`config.mk`:
```
export PLATFORM = sky130hd
export DESIGN_NAME = dice_i2c_slave
export DESIGN_NICKNAME = d
export VERILOG_FILES = /design/src/rtl/dice_i2c_slave.sv
export SDC_FILE = /design/constraint.sdc
export NUM_CORES = 1
export LEC_CHECK = 0
export CAP_MARGIN = 20
export CORE_UTILIZATION = 50
export CTS_CLUSTER_SIZE = 12
export DETAILED_ROUTE_END_ITERATION = 16
export PLACE_DENSITY_LB_ADDON = 0.3
export SLEW_MARGIN = 20
export SYNTH_ARGS = -nofsm -noshare
export SYNTH_HDL_FRONTEND = slang
export SYNTH_SLANG_ARGS = --single-unit
```
`constraint.sdc`:
```
create_clock -name clk -period 2.1 [get_ports clk]
set_input_delay 0.42 -clock clk [delete_from_list [all_inputs] [get_ports clk]]
set_output_delay 0.42 -clock clk [all_outputs]
set_load 0.02 [all_outputs]
```
`src/rtl/dice_i2c_slave.sv`:
```
// I2C target bridging the open-drain SDA/SCL pins to the dice core register file.
// Decodes START/STOP, matches the device address, tracks a sub-address and strobes the core.
module dice_i2c_slave #(
  parameter logic [6:0] I2C_ADDR    = 7'h70,
  parameter int         SYNC_STAGES = 2
) (
  input  logic       clk,
  input  logic       rst_n,
  input  logic       scl_in,
  input  logic       sda_in,
  output logic       sda_out,
  output logic       sda_oe,
  output logic [7:0] reg_addr,
  output logic [7:0] reg_wdata,
  output logic       reg_we,
  output logic       reg_re,
  input  logic [7:0] reg_rdata,
  output logic       busy
);

  // Core handshake: reg_we/reg_re are single-cycle strobes with no backpressure;
  // the core presents reg_rdata for reg_addr in the cycle after reg_re, where it is sampled.
  typedef enum logic [3:0] {
    IDLE, ADDR, ADDR_ACK, SUB, SUB_ACK, WRITE, WR_ACK, READ, MACK, WAIT_STOP
  } state_t;

  state_t state_q, state_d;

  logic [SYNC_STAGES-1:0] scl_sync, sda_sync;
  logic scl_s, sda_s, scl_prev, sda_prev;
  logic rise_q, fall_q, start_q, stop_q, bit_q;

  logic [3:0] cnt_q, cnt_d;
  logic [7:0] shift_q, shift_d;
  logic [7:0] addr_d, wdata_d;
  logic       rw_q, rw_d, we_d, re_d, oe_d, busy_d, load_q;

  assign sda_out = 1'b0;
  assign scl_s   = scl_sync[SYNC_STAGES-1];
  assign sda_s   = sda_sync[SYNC_STAGES-1];

  // Synchronizers idle high so reset never looks like a bus edge.
  always_ff @(posedge clk or negedge rst_n) begin
    if (!rst_n) begin
      scl_sync <= '1;
      sda_sync <= '1;
      scl_prev <= 1'b1;
      sda_prev <= 1'b1;
      rise_q   <= 1'b0;
      fall_q   <= 1'b0;
      start_q  <= 1'b0;
      stop_q   <= 1'b0;
      bit_q    <= 1'b1;
    end else begin
      scl_sync <= {scl_sync[SYNC_STAGES-2:0], scl_in};
      sda_sync <= {sda_sync[SYNC_STAGES-2:0], sda_in};
      scl_prev <= scl_s;
      sda_prev <= sda_s;
      rise_q   <= scl_s & ~scl_prev;
      fall_q   <= ~scl_s & scl_prev;
      start_q  <= scl_s & sda_prev & ~sda_s;
      stop_q   <= scl_s & ~sda_prev & sda_s;
      bit_q    <= sda_s;
    end
  end

  always_comb begin
    state_d = state_q;
    cnt_d   = cnt_q;
    shift_d = shift_q;
    rw_d    = rw_q;
    addr_d  = reg_addr;
    wdata_d = reg_wdata;
    we_d    = 1'b0;
    re_d    = 1'b0;
    oe_d    = sda_oe;
    busy_d  = busy;
    if (load_q) shift_d = reg_rdata;
    if (start_q) begin
      state_d = ADDR;
      cnt_d   = 4'd0;
      oe_d    = 1'b0;
      busy_d  = 1'b0;
    end else if (stop_q) begin
      state_d = IDLE;
      cnt_d   = 4'd0;
      oe_d    = 1'b0;
      busy_d  = 1'b0;
    end else begin
      case (state_q)
        ADDR, SUB, WRITE: begin
          if (rise_q) begin
            shift_d = {shift_q[6:0], bit_q};
            cnt_d   = cnt_q + 4'd1;
            if (state_q == WRITE && cnt_q == 4'd7) begin
              we_d    = 1'b1;
              wdata_d = {shift_q[6:0], bit_q};
            end
          end else if (fall_q && cnt_q == 4'd8) begin
            cnt_d = 4'd0;
            if (state_q == ADDR) begin
              if (shift_q[7:1] == I2C_ADDR) begin
                state_d = ADDR_ACK;
                oe_d    = 1'b1;
                busy_d  = 1'b1;
                rw_d    = shift_q[0];
              end else begin
                state_d = IDLE;
              end
            end else if (state_q == SUB) begin
              addr_d  = shift_q;
              state_d = SUB_ACK;
              oe_d    = 1'b1;
            end else begin
              state_d = WR_ACK;
              oe_d    = 1'b1;
            end
          end
        end
        ADDR_ACK: begin
          // The read fetch is issued while the master samples ACK, so data is loaded before the fall.
          if (rise_q && rw_q) begin
            re_d = 1'b1;
          end else if (fall_q) begin
            if (rw_q) begin
              state_d = READ;
              oe_d    = ~shift_q[7];
              shift_d = {shift_q[6:0], 1'b0};
              cnt_d   = 4'd1;
            end else begin
              state_d = SUB;
              oe_d    = 1'b0;
            end
          end
        end
        SUB_ACK: begin
          if (fall_q) begin
            state_d = WRITE;
            oe_d    = 1'b0;
          end
        end
        WR_ACK: begin
          if (fall_q) begin
            state_d = WRITE;
            oe_d    = 1'b0;
            addr_d  = reg_addr + 8'd1;
          end
        end
        READ: begin
          if (fall_q) begin
            if (cnt_q == 4'd8) begin
              state_d = MACK;
              oe_d    = 1'b0;
              cnt_d   = 4'd0;
            end else begin
              oe_d    = ~shift_q[7];
              shift_d = {shift_q[6:0], 1'b0};
              cnt_d   = cnt_q + 4'd1;
            end
          end
        end
        MACK: begin
          if (rise_q) begin
            if (bit_q) begin
              state_d = WAIT_STOP;
            end else begin
              addr_d = reg_addr + 8'd1;
              re_d   = 1'b1;
            end
          end else if (fall_q) begin
            state_d = READ;
            oe_d    = ~shift_q[7];
            shift_d = {shift_q[6:0], 1'b0};
            cnt_d   = 4'd1;
          end
        end
        default: ;
      endcase
    end
  end

  always_ff @(posedge clk or negedge rst_n) begin
    if (!rst_n) begin
      state_q   <= IDLE;
      cnt_q     <= 4'd0;
      shift_q   <= 8'd0;
      rw_q      <= 1'b0;
      reg_addr  <= 8'd0;
      reg_wdata <= 8'd0;
      reg_we    <= 1'b0;
      reg_re    <= 1'b0;
      load_q    <= 1'b0;
      sda_oe    <= 1'b0;
      busy      <= 1'b0;
    end else begin
      state_q   <= state_d;
      cnt_q     <= cnt_d;
      shift_q   <= shift_d;
      rw_q      <= rw_d;
      reg_addr  <= addr_d;
      reg_wdata <= wdata_d;
      reg_we    <= we_d;
      reg_re    <= re_d;
      load_q    <= reg_re;
      sda_oe    <= oe_d;
      busy      <= busy_d;
    end
  end

endmodule

```
== Word-level counts from Yosys, hierarchy flattened ==
Cells that the tools add are included.
W data, S select, Z words.

* $add $sub $neg: 2
* $mul: 0
* Divide/modulo/power cells: 0
* $lt $le $gt $ge: 0
* Equal/unequal tests: 33
* Shift-type cells: 0
* Multiplexer cells: 81
* Bitwise operators: 14
* Reductions and logical operators: 19

{| class="wikitable"
|+ Operators by type and width
! operator !! number
|-
| $mux W8 || 18
|-
| $mux W4 || 24
|-
| $ne A4 B4 Y1 const B || 9
|-
| $pmux W8 S4 || 1
|-
| $mux W1 || 30
|-
| $reduce_and A10 Y1 || 3
|-
| $pmux W8 S3 || 1
|-
| $eq A4 B3 Y1 const B || 5
|-
| $ne A5 B5 Y1 const B || 4
|-
| $pmux W4 S5 || 1
|-
| $pmux W4 S4 || 1
|-
| $reduce_bool A3 Y1 || 5
|-
| $ne A2 B2 Y1 const B || 7
|-
| $reduce_and A5 Y1 || 2
|-
| $add A8 B1 Y8 const B || 1
|-
| $eq A4 B2 Y1 const B || 2
|-
| $eq A4 B4 Y1 const B || 2
|-
| $not A1 Y1 || 8
|-
| $reduce_and A8 Y1 || 1
|-
| $eq A7 B7 Y1 const B || 1
|-
| $reduce_and A7 Y1 || 1
|-
| $reduce_bool A7 Y1 || 1
|-
| $and A1 B1 Y1 || 6
|-
| $reduce_bool A6 Y1 || 1
|-
| other kinds (11) || 14
|}

* Register bits after elaboration: 48
* Bits in latches: 0
* Bits in writable memories: 0
* Memory bits (read-only): 0
* Bits of input ports: 12
* Output and inout port bits: 21
* Word-level logic and storage cells: 168
* Memories kept: 0

== Logic depth before layout (Yosys ltp) ==
Gate-level depths: netlist (run 1).

* Depth in word-level cells: 8
* Depth in mapped cells: 8
* Gate-level depth less buffers: 7

== Worst setup path before layout (run 1) ==
Ideal clock, no wire load.

* Path type: reg2reg
* From: register state_q[2]
* To: register cnt_q[0]
* Setup time: 0.125 ns
* Arrival: 1.699 ns
* Required time: 1.975 ns
* Setup slack: 0.276 ns
* Cell stages (with the launch flop): 6
* Buffers on the path: 0
* Period minus slack after synthesis: 1.824 ns
* Cells stage by stage: dfrtp_1 > or4b_4 > o211a_4 > a221o_1 > nor4b_2 > nor3_1

* Cells in the longest elaborated chain, start to end: 5
* Elaborated cells on any way between the ends: 19
* Those cells by class: eq/ne (13); mux (3); reduce/logical (3)

{| class="wikitable"
|+ RTL lines
! element !! line !! source
|-
| start, declared || 27 || <nowiki>state_t state_q, state_d;</nowiki>
|-
| start signal, assigned || 196 || <nowiki>state_q <= state_d;</nowiki>
|-
| $eq A4 B3 Y1, or another cell as far along || 90 || <nowiki>case (state_q)</nowiki>
|-
| $reduce_or A3 Y1 || 90 ||
|-
| $pmux W4 S4 || 90 ||
|-
| $mux W4 || 84 || <nowiki>end else if (stop_q) begin</nowiki>
|-
| $mux W4 || 79 || <nowiki>if (start_q) begin</nowiki>
|-
| end signal, assigned || 197 || <nowiki>cnt_q <= cnt_d;</nowiki>
|-
| end, declared || 33 || <nowiki>logic [3:0] cnt_q, cnt_d;</nowiki>
|}

Parallel ways exist; a longest one is shown, timed or not.
A chain may end at the register's enable or synchronous reset.

== Worst setup path in the final report (run 1) ==
* From: register state_q[1]
* To: register sda_oe

* Cells in the longest elaborated chain, start to end: 7
* Elaborated cells on any way between the ends: 27
* Those cells by class: eq/ne (17); mux (6); reduce/logical (4)

{| class="wikitable"
|+ RTL lines
! element !! line !! source
|-
| $eq A4 B1 Y1 || 90, 101 ||
|-
| $mux W1 || 101 || <nowiki>if (state_q == ADDR) begin</nowiki>
|-
| $mux W1 || 99 || <nowiki>end else if (fall_q && cnt_q == 4'd8) begin</nowiki>
|-
| $mux W1 || 92 || <nowiki>if (rise_q) begin</nowiki>
|-
| $pmux W1 S5 || 90 ||
|-
| $mux W1 || 84 ||
|-
| $mux W1 || 79 ||
|-
| end signal, assigned || 193 || <nowiki>sda_oe <= 1'b0;</nowiki>
|-
| end signal, assigned || 205 || <nowiki>sda_oe <= oe_d;</nowiki>
|-
| end, declared || 12 || <nowiki>output logic sda_oe,</nowiki>
|}

Parallel ways exist; a longest one is shown, timed or not. The select of a mux whose other input is x is not followed.

==> flow_summary.yaml, run 1 <==
status:
  status: "completed"
logic_synthesis:
  synthFlopType: "dfrtp_1"
  syn_area_sq_um: 2855
  synth-async-reset-ratio_pct: 100.0
  synth_edf_count: 0
  ys_seq_area_share_pct: 42.33
  syn_avg_cell_area_sq_um: 10.50
  synth_mux_area_share_pct: 7.055
  ys_types: 69
  synth-adder-area-share_pct: 1.665
  ys_seq_elements: 48
  ys_top_cells_by_area: "dfrtp_1 (37%), dfstp_2 (5.5%), a21oi_1 (3.5%), mux2i_1 (3.5%), o21ai_0 (2.5%)"
  syn_nets: 287
  yosys.area_share.simple_pct: 20.20
  synth_top_family_by_area: "compound AO/OA/AOI/OAI gates"
  yosys.area.top_type: "dfrtp_1"
  synth_top_area_share_pct: 36.81
  synth_compound_area_share_pct: 21.03
  syn_inst: 272
  synth_xor_area_share_pct: 0.6135
  yosysWarnings: 0
setup_path:
  slowest_delay_ns: 0.47
  cp_cell_sequence: "buf_4 > or3b_1 > a21oi_2 > o221ai_4 > a221o_1 > a22o_1"
  critical_path_arrival_ns: 2.21
  crit_family: "compound AO/OA/AOI/OAI gates"
  cp.depth: 6
  slowest_stage: "dfrtp_2"
  criticalPathCategory: "register to register"
  path_max_fanout: 9
  path_buf_inv: 1
  start_kind: "register"
  required_ns: 2.30
  r2r_slack_ns: 0.08
  endpoint_kind: "register"
  reg2reg_depth: 6
timing:
  worstMarginPinSlew_ns: 0.6064
  slew_headroom_pct: 59.57
  max_freq_ghz: 0.4956
  setup_viol: 0
  hold_ws_ns: 0.04088
  slew_viol_final: 0
  period_minus_slack_ns: 2.018
  skew_ns: 0.005647
  finalHoldViolations: 0
  fin_crit_sh_pct: 96.08
finish:
  areaGrowthSynthToFinish_pct: 23.44
  nFillCells: 452
  design.final.nets: 340
  drive_gt1_share_pct: 25.15
  multi_input_comb_area_sq_um: 1513
  diodes: 0
  final_area_sq_um: 3525
  seqCellArea_sq_um: 1212
die:
  core_sq_um: 5507
  die_h_um: 77.57
  dieArea_sq_um: 6016
  io-pin-count: 33
  row_count: 27
  start_util_pct: 51.85
  fp.dieW_um: 77.57
clock_tree:
  root_buffer: "clkbuf_8"
  cts_num_sinks: 48
  cts_made_buffers: 5
  insertion_delay_ns: 0.30
  cts_tree: "yes"
  cts.clk_slew.worst_paths_ns: 0.09
  htree_levels: 2
  clk_path_buf_depth: 2
  hold_buffers: 0
grt:
  grt_first_pass_wirelength_mm: 11.63
  grt_max_degree: 22
  first_global_vias: 2441
  grt-ovfl-total: 0
  antenna_found_initial: 0
  grt_usage_pct: 24.54
job:
  maxCapViolations: 0
routing:
  drt-initial-drc-count: 178
  viasPerCell: 6.003
  detail_route.first_pass.iterations: 4
  wl_per_cell_um: 17.51
  vias: 2389
  drc_errors: 0
  wl_mm: 6.967
  ant_nets: 0
place:
  numPortBuffers: 31
  post_dp_cell_area_sq_um: 3312
  place_congestion: 0.8720
  hpwl_mm: 4.835
pwr:
  irDropWorstVdd_v: 0.0006849
  leakage_uw: 0.001444
  power_density_nw_per_um2: 1250
hold_path:
  hold_path.class: "input pin to async pin"
==> repair_timing <==
| action | in CTS | in global routing |
|---|---|---|
| resized for setup | 0 | 14 |
| pin swaps | 1 | 3 |
| cloned | 0 | 1 |
| buffers inserted | 2 | 1 |
| endpoints found under the setup margin | 7 | 29 |
==> flip-flops by register name, indices dropped and copies added, names as in the netlist <==
| name | flops |
|---|---|
| reg_addr | 8 |
| reg_wdata | 8 |
| shift_q | 8 |
| cnt_q | 4 |
| state_q | 4 |
| scl_sync | 2 |
| sda_sync | 2 |
| bit_q | 1 |
| busy | 1 |
| fall_q | 1 |
| load_q | 1 |
| reg_re | 1 |
| reg_we | 1 |
| rise_q | 1 |
| rw_q | 1 |
| scl_prev | 1 |
| sda_oe | 1 |
| start_q | 1 |
| stop_q | 1 |
==> cells in the mapped netlist, types with 4 or more instances <==
cell      instances
clkbuf_8          5
nor3_1            4
nor2_1           15
buf_2             4
a31oi_1           7
o22a_1            8
mux2_2            6
a21oi_1          20
nand2_1          15
dfstp_2           6
inv_1            10
o21ai_0          14
and3_1            5
mux2i_1          10
dfrtp_1          42
nand2b_1          4
nor2b_1           7
nand3_1           9
==> final timing paths <==
path	from	end
setup / recovery	state_q[1]$_DFFE_PN0P_	sda_oe$_DFFE_PN0P_
hold / removal	rst_n	cnt_q[3]$_DFFE_PN0P_
setup reg to reg	state_q[1]$_DFFE_PN0P_	sda_oe$_DFFE_PN0P_
hold reg to reg	sda_sync[0]$_DFF_PN1_	sda_sync[1]$_DFF_PN1_
max in group asynchronous	rst_n	sda_sync[1]$_DFF_PN1_
min in group clk	sda_sync[0]$_DFF_PN1_	sda_sync[1]$_DFF_PN1_
==> through the flow <==
stage               std cells  utilization [%]   TNS, ns  total power (uW)  setup WS (ns)
floorplan                 272                -         0              2878         0.2763
global placement          386            60.15         0              3521        0.02793
detailed placement        386            60.15  -0.01611              3570       -0.01611
CTS                       396            62.62         0              4320       0.003443
global route              398            64.01   -0.1704              4695       -0.05210
finish                    398            64.01         0              4407        0.08242
==> layout make-up <==
cell class / instances / share of cell area (%)
Multi-Input combinational cell: 198 / 42.92
Clock inverter: 2 / 1.100
Clock buffer: 6 / 2.343
Timing Repair Buffer: 62 / 15.62
Inverter: 10 / 1.065
Tap cell: 72 / 2.556
Sequential cell: 48 / 34.40
==> where the power goes <==
| part | total, uW | switching [uW] | internal [uW] |
|---|---|---|---|
| Clock | 710 | 321 | 390 |
| Combinational | 2250 | 1160 | 1100 |
| Sequential | 1440 | 309 | 1130 |
==> placed cells by master (no fill, tap or decap), types with 4 or more instances in the layout <==
cell type        Yosys  final
nand3_1              9      8
mux2_2               6      6
a21oi_1             20     19
o21ai_0             14     14
inv_1               10     10
o22a_1               8      8
a31oi_1              7      6
nor2b_1              7      7
mux2i_1             10     10
clkbuf_8             5      6
clkdlybuf4s50_1      0     30
nor3_1               4      4
nand2b_1             4      4
nand2_1             15     14
dfrtp_1             42     39
buf_4                3     30
nor2_1              15     15
dfstp_2              6      6
and3_1               5      5
==> kinds of logic (layout without fill, tap and decap cells) <==
family | Yosys count | in the layout
AOI/OAI and AO/OA | 81 | 81
xor gates and xnor gates | 2 | 2
adders and majority gates | 4 | 4
buffers and inverters | 27 | 80
DFF | 48 | 48
muxes | 19 | 19
other | 1 | 1
and+or+nand+nor | 90 | 91
==> per-layer routing <==
metal | GRT usage, % | vias up | wire length [um]
met4 | 10.57 | 0 | 171
met2 | 40.44 | 76 | 3437
met3 | 5.647 | 19 | 369
met5 | 0 | - | 0
li1 | - | 1125 | -
met1 | 30.78 | 1169 | 2988
Power figures use the tool's default switching activity.
==> run 2: changes to the inputs <==
HOLD_SLACK_MARGIN = 0.08   (was not set)
SLEW_MARGIN = 0   (was 20)
==> run 2 against run 1 <==
Effect of this change:
- register-to-register slack barely moved
- fmax is 0.15% higher
- worst setup slack gained 0.0031 ns
- clock power about the same
- sequential cell count is the same
- combinational power hardly changed
- non-clock buffer count increased by 1
- first-iteration DRC count shrank 13%
- global-route usage is the same
- clock-buffer cell count did not move
- hold slack better by 0.33 ns
- cell count up 0.25%
==> flow_summary.yaml, run 2 (synthesis gave the netlist of run 1 again) <==
place:
  post_dp_cell_area_sq_um: 3312
  hpwl_mm: 4.835
  numPortBuffers: 31
  place_ws_ns: -0.01611
  place_congestion: 0.8720
routing:
  ant_nets: 0
  viasPerCell: 5.967
  drc_errors: 0
  detail_route.first_pass.iterations: 4
  wl_mm: 6.963
  vias: 2381
  wl_per_cell_um: 17.45
  drt-initial-drc-count: 154
die:
  io-pin-count: 33
  dieArea_sq_um: 6016
  row_count: 27
  die_h_um: 77.57
  start_util_pct: 51.85
  core_sq_um: 5507
  fp.dieW_um: 77.57
clock_tree:
  cts.clk_slew.worst_paths_ns: 0.09
  cts_made_buffers: 5
  clk_path_buf_depth: 2
  htree_levels: 2
  cts_tree: "yes"
  root_buffer: "clkbuf_8"
  cts_num_sinks: 48
  insertion_delay_ns: 0.30
setup_path:
  endpoint_kind: "register"
  required_ns: 2.30
  start_kind: "register"
  path_max_fanout: 9
  criticalPathCategory: "register to register"
  critical_path_arrival_ns: 2.21
hold_path:
  hold_path.class: "register to register"
timing:
  fin_crit_sh_pct: 95.93
  slew_viol_final: 0
  setup_slack_ns: 0.08549
  finalHoldViolations: 0
  max_freq_ghz: 0.4964
  tns_ns: 0
  slew_headroom_pct: 60.54
  setup_viol: 0
  skew_ns: 0.005987
  period_minus_slack_ns: 2.015
  worstMarginPinSlew_ns: 0.5919
finish:
  seqCellArea_sq_um: 1212
  largestRegisters: "reg_addr x8, reg_wdata x8, shift_q x8"
  final_common_cell: "dfrtp_1"
  final_area_sq_um: 3535
  final_cell_mix: "dfrtp_1 (39), clkdlybuf4s50_1 (30), buf_4 (30)"
  multi_input_comb_area_sq_um: 1513
  nFillCells: 454
  utilization_pct: 64.19
  areaGrowthSynthToFinish_pct: 23.79
  diodes: 0
  drive_gt1_share_pct: 25.08
  design.final.nets: 341
pwr:
  combinationalPowerShare_pct: 51.0
  power_uw: 4409
  power_switching_uw: 1786
  seqPwrFrac_pct: 32.8
  irDropWorstVdd_v: 0.0006901
  p_clk_share_pct: 16.2
  internal-power_uw: 2623
  swShare_pct: 40.51
  power_density_nw_per_um2: 1248
  leakage_uw: 0.001448
job:
  maxCapViolations: 0
grt:
  grt_max_degree: 22
  grt-ovfl-total: 0
  grt_usage_pct: 24.54
  antenna_found_initial: 0
  first_global_vias: 2442
  grt_first_pass_wirelength_mm: 11.63
status:
  status: "completed"
run 2: changes by cell type in the layout (fill, tap and decap cells not counted), sizes merged:
cell | before | now
dlygate4sd3 | 0 | 1
run 2: cell type report:
class | count | share of cell area (%)
sequential | 48 | 34.30
clock buffer | 6 | 2.336
timing repair buffer | 63 | 15.86
clock inverter | 2 | 1.097
tap | 72 | 2.549
inverter | 10 | 1.062
multi-input combinational | 198 | 42.80
run 2: path summary, 6_finish.rpt:
kind	slack [ns]	cells after the start	from	to
worst max-delay path	0.09	6	state_q[1]$_DFFE_PN0P_	sda_oe$_DFFE_PN0P_
worst min-delay path	0.37	0	sda_sync[0]$_DFF_PN1_	sda_sync[1]$_DFF_PN1_
worst max register to register	0.09	6	state_q[1]$_DFFE_PN0P_	sda_oe$_DFFE_PN0P_
worst min register to register	0.37	0	sda_sync[0]$_DFF_PN1_	sda_sync[1]$_DFF_PN1_
max in group asynchronous	0.87	3	rst_n	sda_sync[1]$_DFF_PN1_
min in group asynchronous	0.58	2	rst_n	cnt_q[3]$_DFFE_PN0P_
run 2: critical path, stage by stage (launching register included):
cell and delay [ns]:
dfrtp_2 0.47, buf_4 0.19, or3b_1 0.39, a21oi_2 0.19, o221ai_4 0.17, a221o_1 0.31
a22o_1 0.18
run 2: what timing repair did:
action | CTS | global route
resized for setup | 0 | 14
endpoints found under the setup margin | 7 | 29
hold endpoints to repair | 17 | 0
buffers inserted | 2 | 1
hold buffers | 1 | 0
gates cloned | 0 | 1
pin swaps | 1 | 3
run 2: power groups by stage:
| stage | registers (uW) | clock network (uW) | logic [uW] |
|---|---|---|---|
| after floorplan | 1430 | 0 | 1440 |
| after global placement | 1440 | 0 | 2080 |
| after detailed placement | 1450 | 0 | 2120 |
| after CTS | 1430 | 731 | 2160 |
| after global routing | 1490 | 749 | 2460 |
| final | 1450 | 713 | 2250 |
run 2: through the flow:
step           hold slack (ns)  cells
5_1_grt                 0.3692    399
2_1_floorplan           0.1244    272
3_3_place_gp            0.3465    386
6_report                0.3667    399
3_5_place_dp            0.3529    386
4_1_cts                 0.3680    397
run 2: per-layer routing:
layer  GRT usage (%)  routed length, um  vias to the layer above
met5               0                  0                        -
met3           5.647                312                       15
li1                -                  -                     1130
met4           10.57                140                        0
met2           40.44               3455                       68
met1           30.78               3055                     1168
